[src/rtl/reset_sequencer_if.sv]
// Reset sequencer request/ack bundle: reset requests and per-domain ready in,
// per-domain resets and status out. The sequencer uses the slave side.
interface reset_sequencer_if #(
  parameter int STAGES = 4
);
  logic              i_rst_n_glitch;
  logic              i_soft_rst;
  logic [STAGES-1:0] iv_stage_ready;
  logic [STAGES-1:0] ov_rst_n_stage;
  logic              o_seq_done;
  logic              o_timeout_err;
  logic [2:0]        ov_fail_stage;

  modport master (
    output i_rst_n_glitch, i_soft_rst, iv_stage_ready,
    input  ov_rst_n_stage, o_seq_done, o_timeout_err, ov_fail_stage
  );

  modport slave (
    input  i_rst_n_glitch, i_soft_rst, iv_stage_ready,
    output ov_rst_n_stage, o_seq_done, o_timeout_err, ov_fail_stage
  );
endinterface

[src/rtl/reset_sequencer.sv]
// Releases up to STAGES reset domains in fixed order, waiting for each domain's
// ready acknowledge (with timeout) before releasing the next one.
module reset_sequencer #(
  parameter int STAGES      = 4,
  parameter int HOLD_CYC    = 16,
  parameter int GAP_CYC     = 8,
  parameter int TIMEOUT_CYC = 1024,
  parameter int CNT_W       = 11
) (
  input  logic             i_clk,
  input  logic             i_rst,
  reset_sequencer_if.slave bus
);

  typedef enum logic [2:0] {
    ST_ASSERT,
    ST_RELEASE,
    ST_GAP,
    ST_WAIT,
    ST_DONE,
    ST_ERROR
  } state_t;

  localparam logic [CNT_W-1:0] HOLD_LAST = CNT_W'(HOLD_CYC - 1);
  localparam logic [CNT_W-1:0] GAP_LAST  = CNT_W'(GAP_CYC - 1);
  localparam logic [CNT_W-1:0] TO_LAST   = CNT_W'(TIMEOUT_CYC - 1);
  localparam logic [2:0]       K_LAST    = 3'(STAGES - 1);

  state_t            r_state, w_state_next;
  logic [CNT_W-1:0]  r_cnt, w_cnt_next;
  logic [2:0]        r_k, w_k_next;
  logic [STAGES-1:0] r_rst_n, w_rst_n_next;
  logic              r_err, w_err_next;
  logic [2:0]        r_fail, w_fail_next;
  logic              w_req;
  logic              w_ready_k;
  logic [STAGES-1:0] w_stage_sel;

  // One-hot decode of the stage currently being released / waited on.
  genvar gi;
  generate
    for (gi = 0; gi < STAGES; gi++) begin : g_sel
      assign w_stage_sel[gi] = (r_k == 3'(gi));
    end
  endgenerate

  assign w_ready_k = |(bus.iv_stage_ready & w_stage_sel);
  assign w_req     = ~bus.i_rst_n_glitch | bus.i_soft_rst;

  always_comb begin
    w_state_next = r_state;
    w_cnt_next   = r_cnt;
    w_k_next     = r_k;
    w_rst_n_next = r_rst_n;
    w_err_next   = r_err;
    w_fail_next  = r_fail;

    // Only a software reset clears the sticky error; filtered resets keep it.
    if (bus.i_soft_rst) begin
      w_err_next  = 1'b0;
      w_fail_next = 3'd0;
    end

    if (w_req) begin
      w_state_next = ST_ASSERT;
      w_cnt_next   = '0;
      w_k_next     = 3'd0;
      w_rst_n_next = '0;
    end else begin
      case (r_state)
        ST_ASSERT: begin
          w_rst_n_next = '0;
          if (r_cnt == HOLD_LAST) begin
            w_state_next = ST_RELEASE;
            w_cnt_next   = '0;
            w_k_next     = 3'd0;
          end else begin
            w_cnt_next = r_cnt + 1'b1;
          end
        end
        ST_RELEASE: begin
          w_rst_n_next = r_rst_n | w_stage_sel;
          w_cnt_next   = '0;
          w_state_next = ST_GAP;
        end
        ST_GAP: begin
          if (r_cnt == GAP_LAST) begin
            w_state_next = ST_WAIT;
            w_cnt_next   = '0;
          end else begin
            w_cnt_next = r_cnt + 1'b1;
          end
        end
        ST_WAIT: begin
          if (w_ready_k) begin
            w_cnt_next = '0;
            if (r_k == K_LAST) begin
              w_state_next = ST_DONE;
            end else begin
              w_k_next     = r_k + 3'd1;
              w_state_next = ST_RELEASE;
            end
          end else if (r_cnt == TO_LAST) begin
            w_state_next = ST_ERROR;
            w_cnt_next   = '0;
            w_err_next   = 1'b1;
            w_fail_next  = r_k;
          end else begin
            w_cnt_next = r_cnt + 1'b1;
          end
        end
        ST_DONE, ST_ERROR: begin
          w_state_next = r_state;
        end
        default: begin
          w_state_next = ST_ASSERT;
          w_cnt_next   = '0;
          w_k_next     = 3'd0;
          w_rst_n_next = '0;
        end
      endcase
    end
  end

  always_ff @(posedge i_clk) begin
    if (i_rst) begin
      r_state <= ST_ASSERT;
      r_cnt   <= '0;
      r_k     <= 3'd0;
      r_rst_n <= '0;
      r_err   <= 1'b0;
      r_fail  <= 3'd0;
    end else begin
      r_state <= w_state_next;
      r_cnt   <= w_cnt_next;
      r_k     <= w_k_next;
      r_rst_n <= w_rst_n_next;
      r_err   <= w_err_next;
      r_fail  <= w_fail_next;
    end
  end

  assign bus.ov_rst_n_stage = r_rst_n;
  assign bus.o_seq_done     = (r_state == ST_DONE);
  assign bus.o_timeout_err  = r_err;
  assign bus.ov_fail_stage  = r_fail;

endmodule

[src/flat_wrapper.sv]
// flat-port wrapper written by rule: the top's interface ports become plain ports
module reset_sequencer_flat 
#(
  parameter int STAGES      = 4,
  parameter int HOLD_CYC    = 16,
  parameter int GAP_CYC     = 8,
  parameter int TIMEOUT_CYC = 1024,
  parameter int CNT_W       = 11
)
  (i_clk, i_rst, bus_i_rst_n_glitch, bus_i_soft_rst, bus_iv_stage_ready, bus_ov_rst_n_stage, bus_o_seq_done, bus_o_timeout_err, bus_ov_fail_stage);
  reset_sequencer_if #(.STAGES(STAGES)) bus_i ();
  input  logic i_clk;
  input  logic i_rst;
  input wire logic [$bits(bus_i.i_rst_n_glitch)-1:0] bus_i_rst_n_glitch;
  input wire logic [$bits(bus_i.i_soft_rst)-1:0] bus_i_soft_rst;
  input wire logic [$bits(bus_i.iv_stage_ready)-1:0] bus_iv_stage_ready;
  output wire logic [$bits(bus_i.ov_rst_n_stage)-1:0] bus_ov_rst_n_stage;
  output wire logic [$bits(bus_i.o_seq_done)-1:0] bus_o_seq_done;
  output wire logic [$bits(bus_i.o_timeout_err)-1:0] bus_o_timeout_err;
  output wire logic [$bits(bus_i.ov_fail_stage)-1:0] bus_ov_fail_stage;
  assign bus_i.i_rst_n_glitch = bus_i_rst_n_glitch;
  assign bus_i.i_soft_rst = bus_i_soft_rst;
  assign bus_i.iv_stage_ready = bus_iv_stage_ready;
  assign bus_ov_rst_n_stage = bus_i.ov_rst_n_stage;
  assign bus_o_seq_done = bus_i.o_seq_done;
  assign bus_o_timeout_err = bus_i.o_timeout_err;
  assign bus_ov_fail_stage = bus_i.ov_fail_stage;
  reset_sequencer #(.STAGES(STAGES), .HOLD_CYC(HOLD_CYC), .GAP_CYC(GAP_CYC), .TIMEOUT_CYC(TIMEOUT_CYC), .CNT_W(CNT_W)) u_core (.i_clk(i_clk), .i_rst(i_rst), .bus(bus_i));
endmodule
[config.mk]
export PLATFORM = sky130hd
export DESIGN_NAME = reset_sequencer_flat
export DESIGN_NICKNAME = d
export VERILOG_FILES = /design/src/rtl/reset_sequencer_if.sv /design/src/rtl/reset_sequencer.sv /design/src/flat_wrapper.sv
export SDC_FILE = /design/constraint.sdc
export NUM_CORES = 1
export LEC_CHECK = 0
export BUFFER_PORTS_ARGS = -buffer_cell sky130_fd_sc_hd__buf_2
export CORE_UTILIZATION = 35
export CTS_CLUSTER_DIAMETER = 150
export CTS_CLUSTER_SIZE = 25
export DETAILED_ROUTE_END_ITERATION = 7
export SKIP_LAST_GASP = 1
export SLEW_MARGIN = 15
export SYNTH_ARGS = -nofsm -noshare
export SYNTH_HDL_FRONTEND = slang
export SYNTH_SLANG_ARGS = --single-unit
[constraint.sdc]
create_clock -name i_clk -period 2.6 [get_ports i_clk]
set_input_delay 0.52 -clock i_clk [delete_from_list [all_inputs] [get_ports i_clk]]
set_output_delay 0.52 -clock i_clk [all_outputs]
set_load 0.1 [all_outputs]
=== Word level (Yosys, flattened, before mapping) ===
Index checks and enable logic that the tools add are counted.

* Bits in registers: 25
* Input bits: 8
* Output and inout port bits: 9
* Word-level logic and storage cells: 65

* Add/sub/neg operators: 2
* Eq/ne operators: 16
* Multiplexer cells: 26
* Bitwise gates (word level): 6
* Reductions and logical operators: 9

{| class="wikitable"
|+ Operators by type and width
! operator !! number
|-
| 11-bit two-way mux || 4
|-
| 11-bit one-hot mux with 4 select lines || 1
|-
| 3-bit two-way mux || 13
|-
| 3-bit one-hot mux with 5 select lines || 1
|-
| 3-bit by 2-bit == test with 1-bit output (second input constant) || 4
|-
| 4-bit OR reduction || 3
|-
| 11-bit by 1-bit adder with 11-bit output (second input constant) || 1
|-
| 11-bit by 10-bit == test with 1-bit output (second input constant) || 1
|-
| 11-bit by 3-bit == test with 1-bit output (second input constant) || 1
|-
| 11-bit by 4-bit == test with 1-bit output (second input constant) || 1
|-
| 3-bit one-hot mux with 3 select lines || 1
|-
| 4-bit one-hot mux with 2 select lines || 1
|-
| 4-bit AND reduction || 2
|-
| 3-bit by 1-bit == test with 1-bit output (second input constant) || 2
|-
| 3-bit == test (second input constant) || 2
|-
| 3-bit zero test || 2
|-
| 2-bit by 1-bit inequality test with 1-bit output (second input constant) || 3
|-
| 1-bit two-way mux || 5
|-
| 4-bit AND || 1
|-
| 4-bit bitwise OR || 1
|-
| 2-bit OR reduction || 2
|-
| 3-bit by 1-bit adder with 3-bit output (second input constant) || 1
|-
| 3-bit by 1-bit inequality test with 1-bit output (second input constant) || 1
|-
| 1-bit NOT || 3
|-
| other kinds (2) || 2
|}

=== Depth between registers and ports, before layout ===
* Word-level depth: 6
* Depth in mapped cells: 8
* Mapped depth without buffers: 7

=== Worst setup path after synthesis ===
Ideal clock, no wire load.

* Kind: register to output
* From: register u_core.r_state[2]
* To: output bus_o_seq_done
* Arrival time: 2.041 ns
* Required time: 2.080 ns
* Slack: 0.039 ns
* Stages on the path, launching flop included: 4
* Path buffers: 1
* Cell sequence: dfxtp_1 -> clkbuf_1 -> nand2_1 -> nor2_1

* Cells in the longest elaborated chain, start to end: 1

{| class="wikitable"
|+ Ends and longest elaborated chain
! what !! RTL line !! source
|-
| from (decl) || reset_sequencer.sv:29 || <nowiki>state_t r_state, w_state_next;</nowiki>
|-
| from (signal assigned) || reset_sequencer.sv:134 || <nowiki>r_state <= w_state_next;</nowiki>
|-
| 3-bit == test || reset_sequencer.sv:144 || <nowiki>assign bus.o_seq_done = (r_state == ST_DONE);</nowiki>
|-
| to (decl) || flat_wrapper.sv:18 || <nowiki>output wire logic [$bits(bus_i.o_seq_done)-1:0] bus_o_seq_done;</nowiki>
|}

Every way passes these cells.

=== Final worst setup path ===
* From: register u_core.r_k[0]
* To: register u_core.r_fail[0], in the netlist u_core.bus.ov_fail_stage[0]

* Cells in the longest elaborated chain, start to end: 6
* Elaborated cells on any way between the ends: 10
* Classes of those cells: eq/ne: 3; mux: 4; bitwise: 1; reduce/logical: 2

{| class="wikitable"
|+ Ends and longest elaborated chain
! what !! RTL line !! source
|-
| from (decl) || reset_sequencer.sv:31 || <nowiki>logic [2:0] r_k, w_k_next;</nowiki>
|-
| from (signal assigned) || reset_sequencer.sv:136 || <nowiki>r_k <= w_k_next;</nowiki>
|-
| 3-bit by 1-bit == test with 1-bit output, or another cell as far along || reset_sequencer.sv:43 || <nowiki>assign w_stage_sel[gi] = (r_k == 3'(gi));</nowiki>
|-
| 4-bit AND || reset_sequencer.sv:47 || <nowiki>assign w_ready_k = |(bus.iv_stage_ready & w_stage_sel);</nowiki>
|-
| 4-bit OR reduction || reset_sequencer.sv:47 ||
|-
| 3-bit two-way mux (*) || reset_sequencer.sv:95 || <nowiki>if (w_ready_k) begin</nowiki>
|-
| 3-bit two-way mux (*) || reset_sequencer.sv:70 || <nowiki>case (r_state)</nowiki>
|-
| 3-bit two-way mux (*) || reset_sequencer.sv:64 || <nowiki>if (w_req) begin</nowiki>
|-
| to (signal assigned) || reset_sequencer.sv:139 || <nowiki>r_fail <= w_fail_next;</nowiki>
|-
| to (decl) || reset_sequencer.sv:34 || <nowiki>logic [2:0] r_fail, w_fail_next;</nowiki>
|}

Mark *: on every way between the ends. The rest lies on a longest branch, timed or not.
A chain may end at the register's enable or synchronous reset.

==> impl_metrics.tcl <==
set metrics [dict create \
    grt_util_met3 0.0304 \
    overflow 0 \
    async_flop_share 0 \
    clkSinkCount 25 \
    hold_end "u_core.bus.ov_rst_n_stage[1]$_SDFFE_PP0N_" \
    yosys.area.top_type "dfxtp_1" \
    clkTransAtPathRegs_ns 0.08 \
    finalClockSkew_ns 0.00283 \
    grtUsageMet1 0.190 \
    layout.cells.non_filler 227 \
    cts_resized 0 \
    cp-end-kind "register" \
    path_max_fanout 7 \
    place_inst 223 \
    mostFrequentLayoutCells "dfxtp_1, nand2_1, buf_2" \
    slew_headroom 0.544 \
    synth_top_cell_area_share 0.371 \
    ioPinCount 17 \
    synth_cell_types 44 \
    antenna_found_initial 0 \
    rsz0062_at_grt "no" \
    critPathArrivalTime_ns 2.40 \
    syn_area_mm2 0.00135 \
    path_class "reg2reg" \
    root_buffer "clkbuf_8" \
    setup_tns_ns 0 \
    rows 22 \
    finalHoldViolations 0 \
    synth-seq-cells 25 \
    drive_above_1_share 0.179 \
    cp.required_ns 2.76 \
    coreArea_mm2 0.00369 \
    synthFlopType "dfxtp_1" \
    vdd_drop_max_mv 0.193 \
    wirelength_um 3060 \
    leakage_nw 0.534 \
    startpoint_type "register" \
    path_buf_inv 1 \
    met2_usage 0.273 \
    grt_first_pass_wirelength_um 5140 \
    start_util 0.366 \
    whs_path_depth 2 \
    synthesis.instances 165 \
    nFillCells 385 \
    ys_warn_count 0 \
    numPortBuffers 16 \
    cts_setup_buffers 0 \
    gp_congestion 0.815 \
    setup_viol 0 \
    min_from "u_core.bus.ov_rst_n_stage[1]$_SDFFE_PP0N_" \
    max_clock_freq_mhz 446 \
    n_antenna_cell 0 \
    r2r_start "u_core.r_k[0]$_SDFFE_PP0P_" \
    cts_tree "built" \
    ctsHoldBuffers 0 \
    ys_seq_area_frac 0.371 \
    critPathTopFamily "simple AND/OR/NAND/NOR gates" \
    status "finished clean" \
    rr_endpoint "u_core.bus.ov_fail_stage[0]$_SDFF_PP0_" \
    fin_crit_sh 0.862 \
    grt_max_degree 16 \
    synth_area_leaders "dfxtp_1, a21oi_1, ha_1" \
    path_cells "inv_1 > ha_1 > a22oi_1 > o2111ai_1 > nor3b_1 > or3b_2 > a21oi_1" \
    drt_iter0_drc 50 \
    powerDensity_mw_per_mm2 416 \
    clockBufferDepth 2 \
    grt_pass1_vias 1174 \
    syn-num-nets 179 \
    min_path_type "reg2reg" \
    dieWidth_um 64.1 \
    dieArea_mm2 0.00411 \
    reg2reg_slack_ns 0.36 \
    h-tree-depth 1 \
    die_y_um 64.1 \
    final_nets 194 \
    track_usage 0.159 \
    synth_edf_count 0 \
    drc 0 \
    cp_slowest_cell "nor3b_1" \
    final_common_cell "dfxtp_1" \
    syn_avg_cell_area_um2 8.18 \
    clkLatencyLatePin_ns 0.27 \
    worst_pin_slew_ns 0.681 \
    drv_slew 0 \
    drv_cap 0 \
    viasPerCell 5.61 \
    cts-buffers-inserted 3 \
    dpl.hpwl_um 2250 \
    timing.final.crit_period_ns 2.24 \
    rr_worst_depth 7 \
    ant_nets 0 \
    cp_slowest_stage_delay_ns 0.58 \
    area_delta_synth_final_pct 12.2 \
    dr.pass1.iters 5 \
    busiest_layer "met2" \
    vias 1274 \
    wl_per_cell_um 13.5 \
]
-- power breakdown --
| part | switching (mW) | internal, mW | leakage [nW] |
|---|---|---|---|
| clock | 0.119 | 0.110 | 0.0228 |
| sequential | 0.000772 | 0.383 | 0.201 |
| combinational | 0.0106 | 0.00664 | 0.310 |
| total | 0.131 | 0.499 | 0.534 |
-- cells by family after synthesis --
logic type      after synthesis  share of synthesized area
simple gates                 77                      0.319
compound gates               39                      0.186
flops                        25                      0.371
buf+inv                      14                     0.0426
fa+ha+maj                     6                     0.0556
xor+xnor                      4                     0.0260
-- worst reg2reg max path, cell delays in order, from the launching register on --
cell,delay [ns]
dfxtp_1,0.44
inv_1,0.09
ha_1,0.22
a22oi_1,0.28
o2111ai_1,0.23
nor3b_1,0.58
or3b_2,0.23
a21oi_1,0.06
-- cell type report --
cell class,count,area [um2],area share
multi-input cells,126,792,0.523
flip-flops and latches,25,500,0.330
repair buffers,18,95.1,0.0628
well taps,48,60.1,0.0396
clock buffers,4,45.0,0.0297
inverters,6,22.5,0.0149
-- state kept, by name, summed over array words and instances (netlist names) --
register,count
u_core.bus.o_timeout_err,1
u_core.bus.ov_fail_stage,3
u_core.bus.ov_rst_n_stage,4
u_core.r_cnt,11
u_core.r_k,3
u_core.r_state,3
-- layer usage --
metal  vias to the layer above  share of wire  routed length [um]
li1                        633              -                   -
met2                        27           0.49                1490
met4                         0          0.022                  68
met1                       606           0.45                1390
met5                         -              0                   0
met3                         8          0.034                 103
-- cell usage after synthesis (4+ instances only) --
cell,count
clkbuf_1,4
dfxtp_1,25
nand3b_1,4
o21ai_0,6
ha_1,6
a21oi_1,15
nor3_1,4
nor2_1,15
nand2_1,18
buf_2,4
a31oi_1,4
inv_1,6
nand3_1,7
-- how the worst max path moves through the flow --
stage	depth (start not counted)	to	start
after floorplan	3	bus_o_seq_done	u_core.r_state[2]$_SDFFE_PP0P_
after global placement	7	u_core.bus.ov_fail_stage[0]$_SDFF_PP0_	u_core.r_k[0]$_SDFFE_PP0P_
after detailed placement	7	u_core.bus.ov_fail_stage[0]$_SDFF_PP0_	u_core.r_k[0]$_SDFFE_PP0P_
after CTS	7	u_core.bus.ov_fail_stage[0]$_SDFF_PP0_	u_core.r_k[0]$_SDFFE_PP0P_
after global routing	7	u_core.bus.ov_fail_stage[2]$_SDFF_PP0_	u_core.r_k[0]$_SDFFE_PP0P_
final	7	u_core.bus.ov_fail_stage[0]$_SDFF_PP0_	u_core.r_k[0]$_SDFFE_PP0P_
-- metrics by stage --
step | utilization | total power [mW] | hold slack (ns) | instance area (um2) | worst slack, ns
after floorplan | - | 0.402 | 0.463 | 1350 | 0.0395
after global placement | 0.399 | 0.410 | 0.457 | 1470 | 0.509
after detailed placement | 0.399 | 0.410 | 0.462 | 1470 | 0.371
after CTS | 0.411 | 0.637 | 0.467 | 1520 | 0.350
after global routing | 0.411 | 0.655 | 0.479 | 1520 | 0.0962
final | 0.411 | 0.630 | 0.475 | 1520 | 0.359
Power figures use the tool's default switching activity.
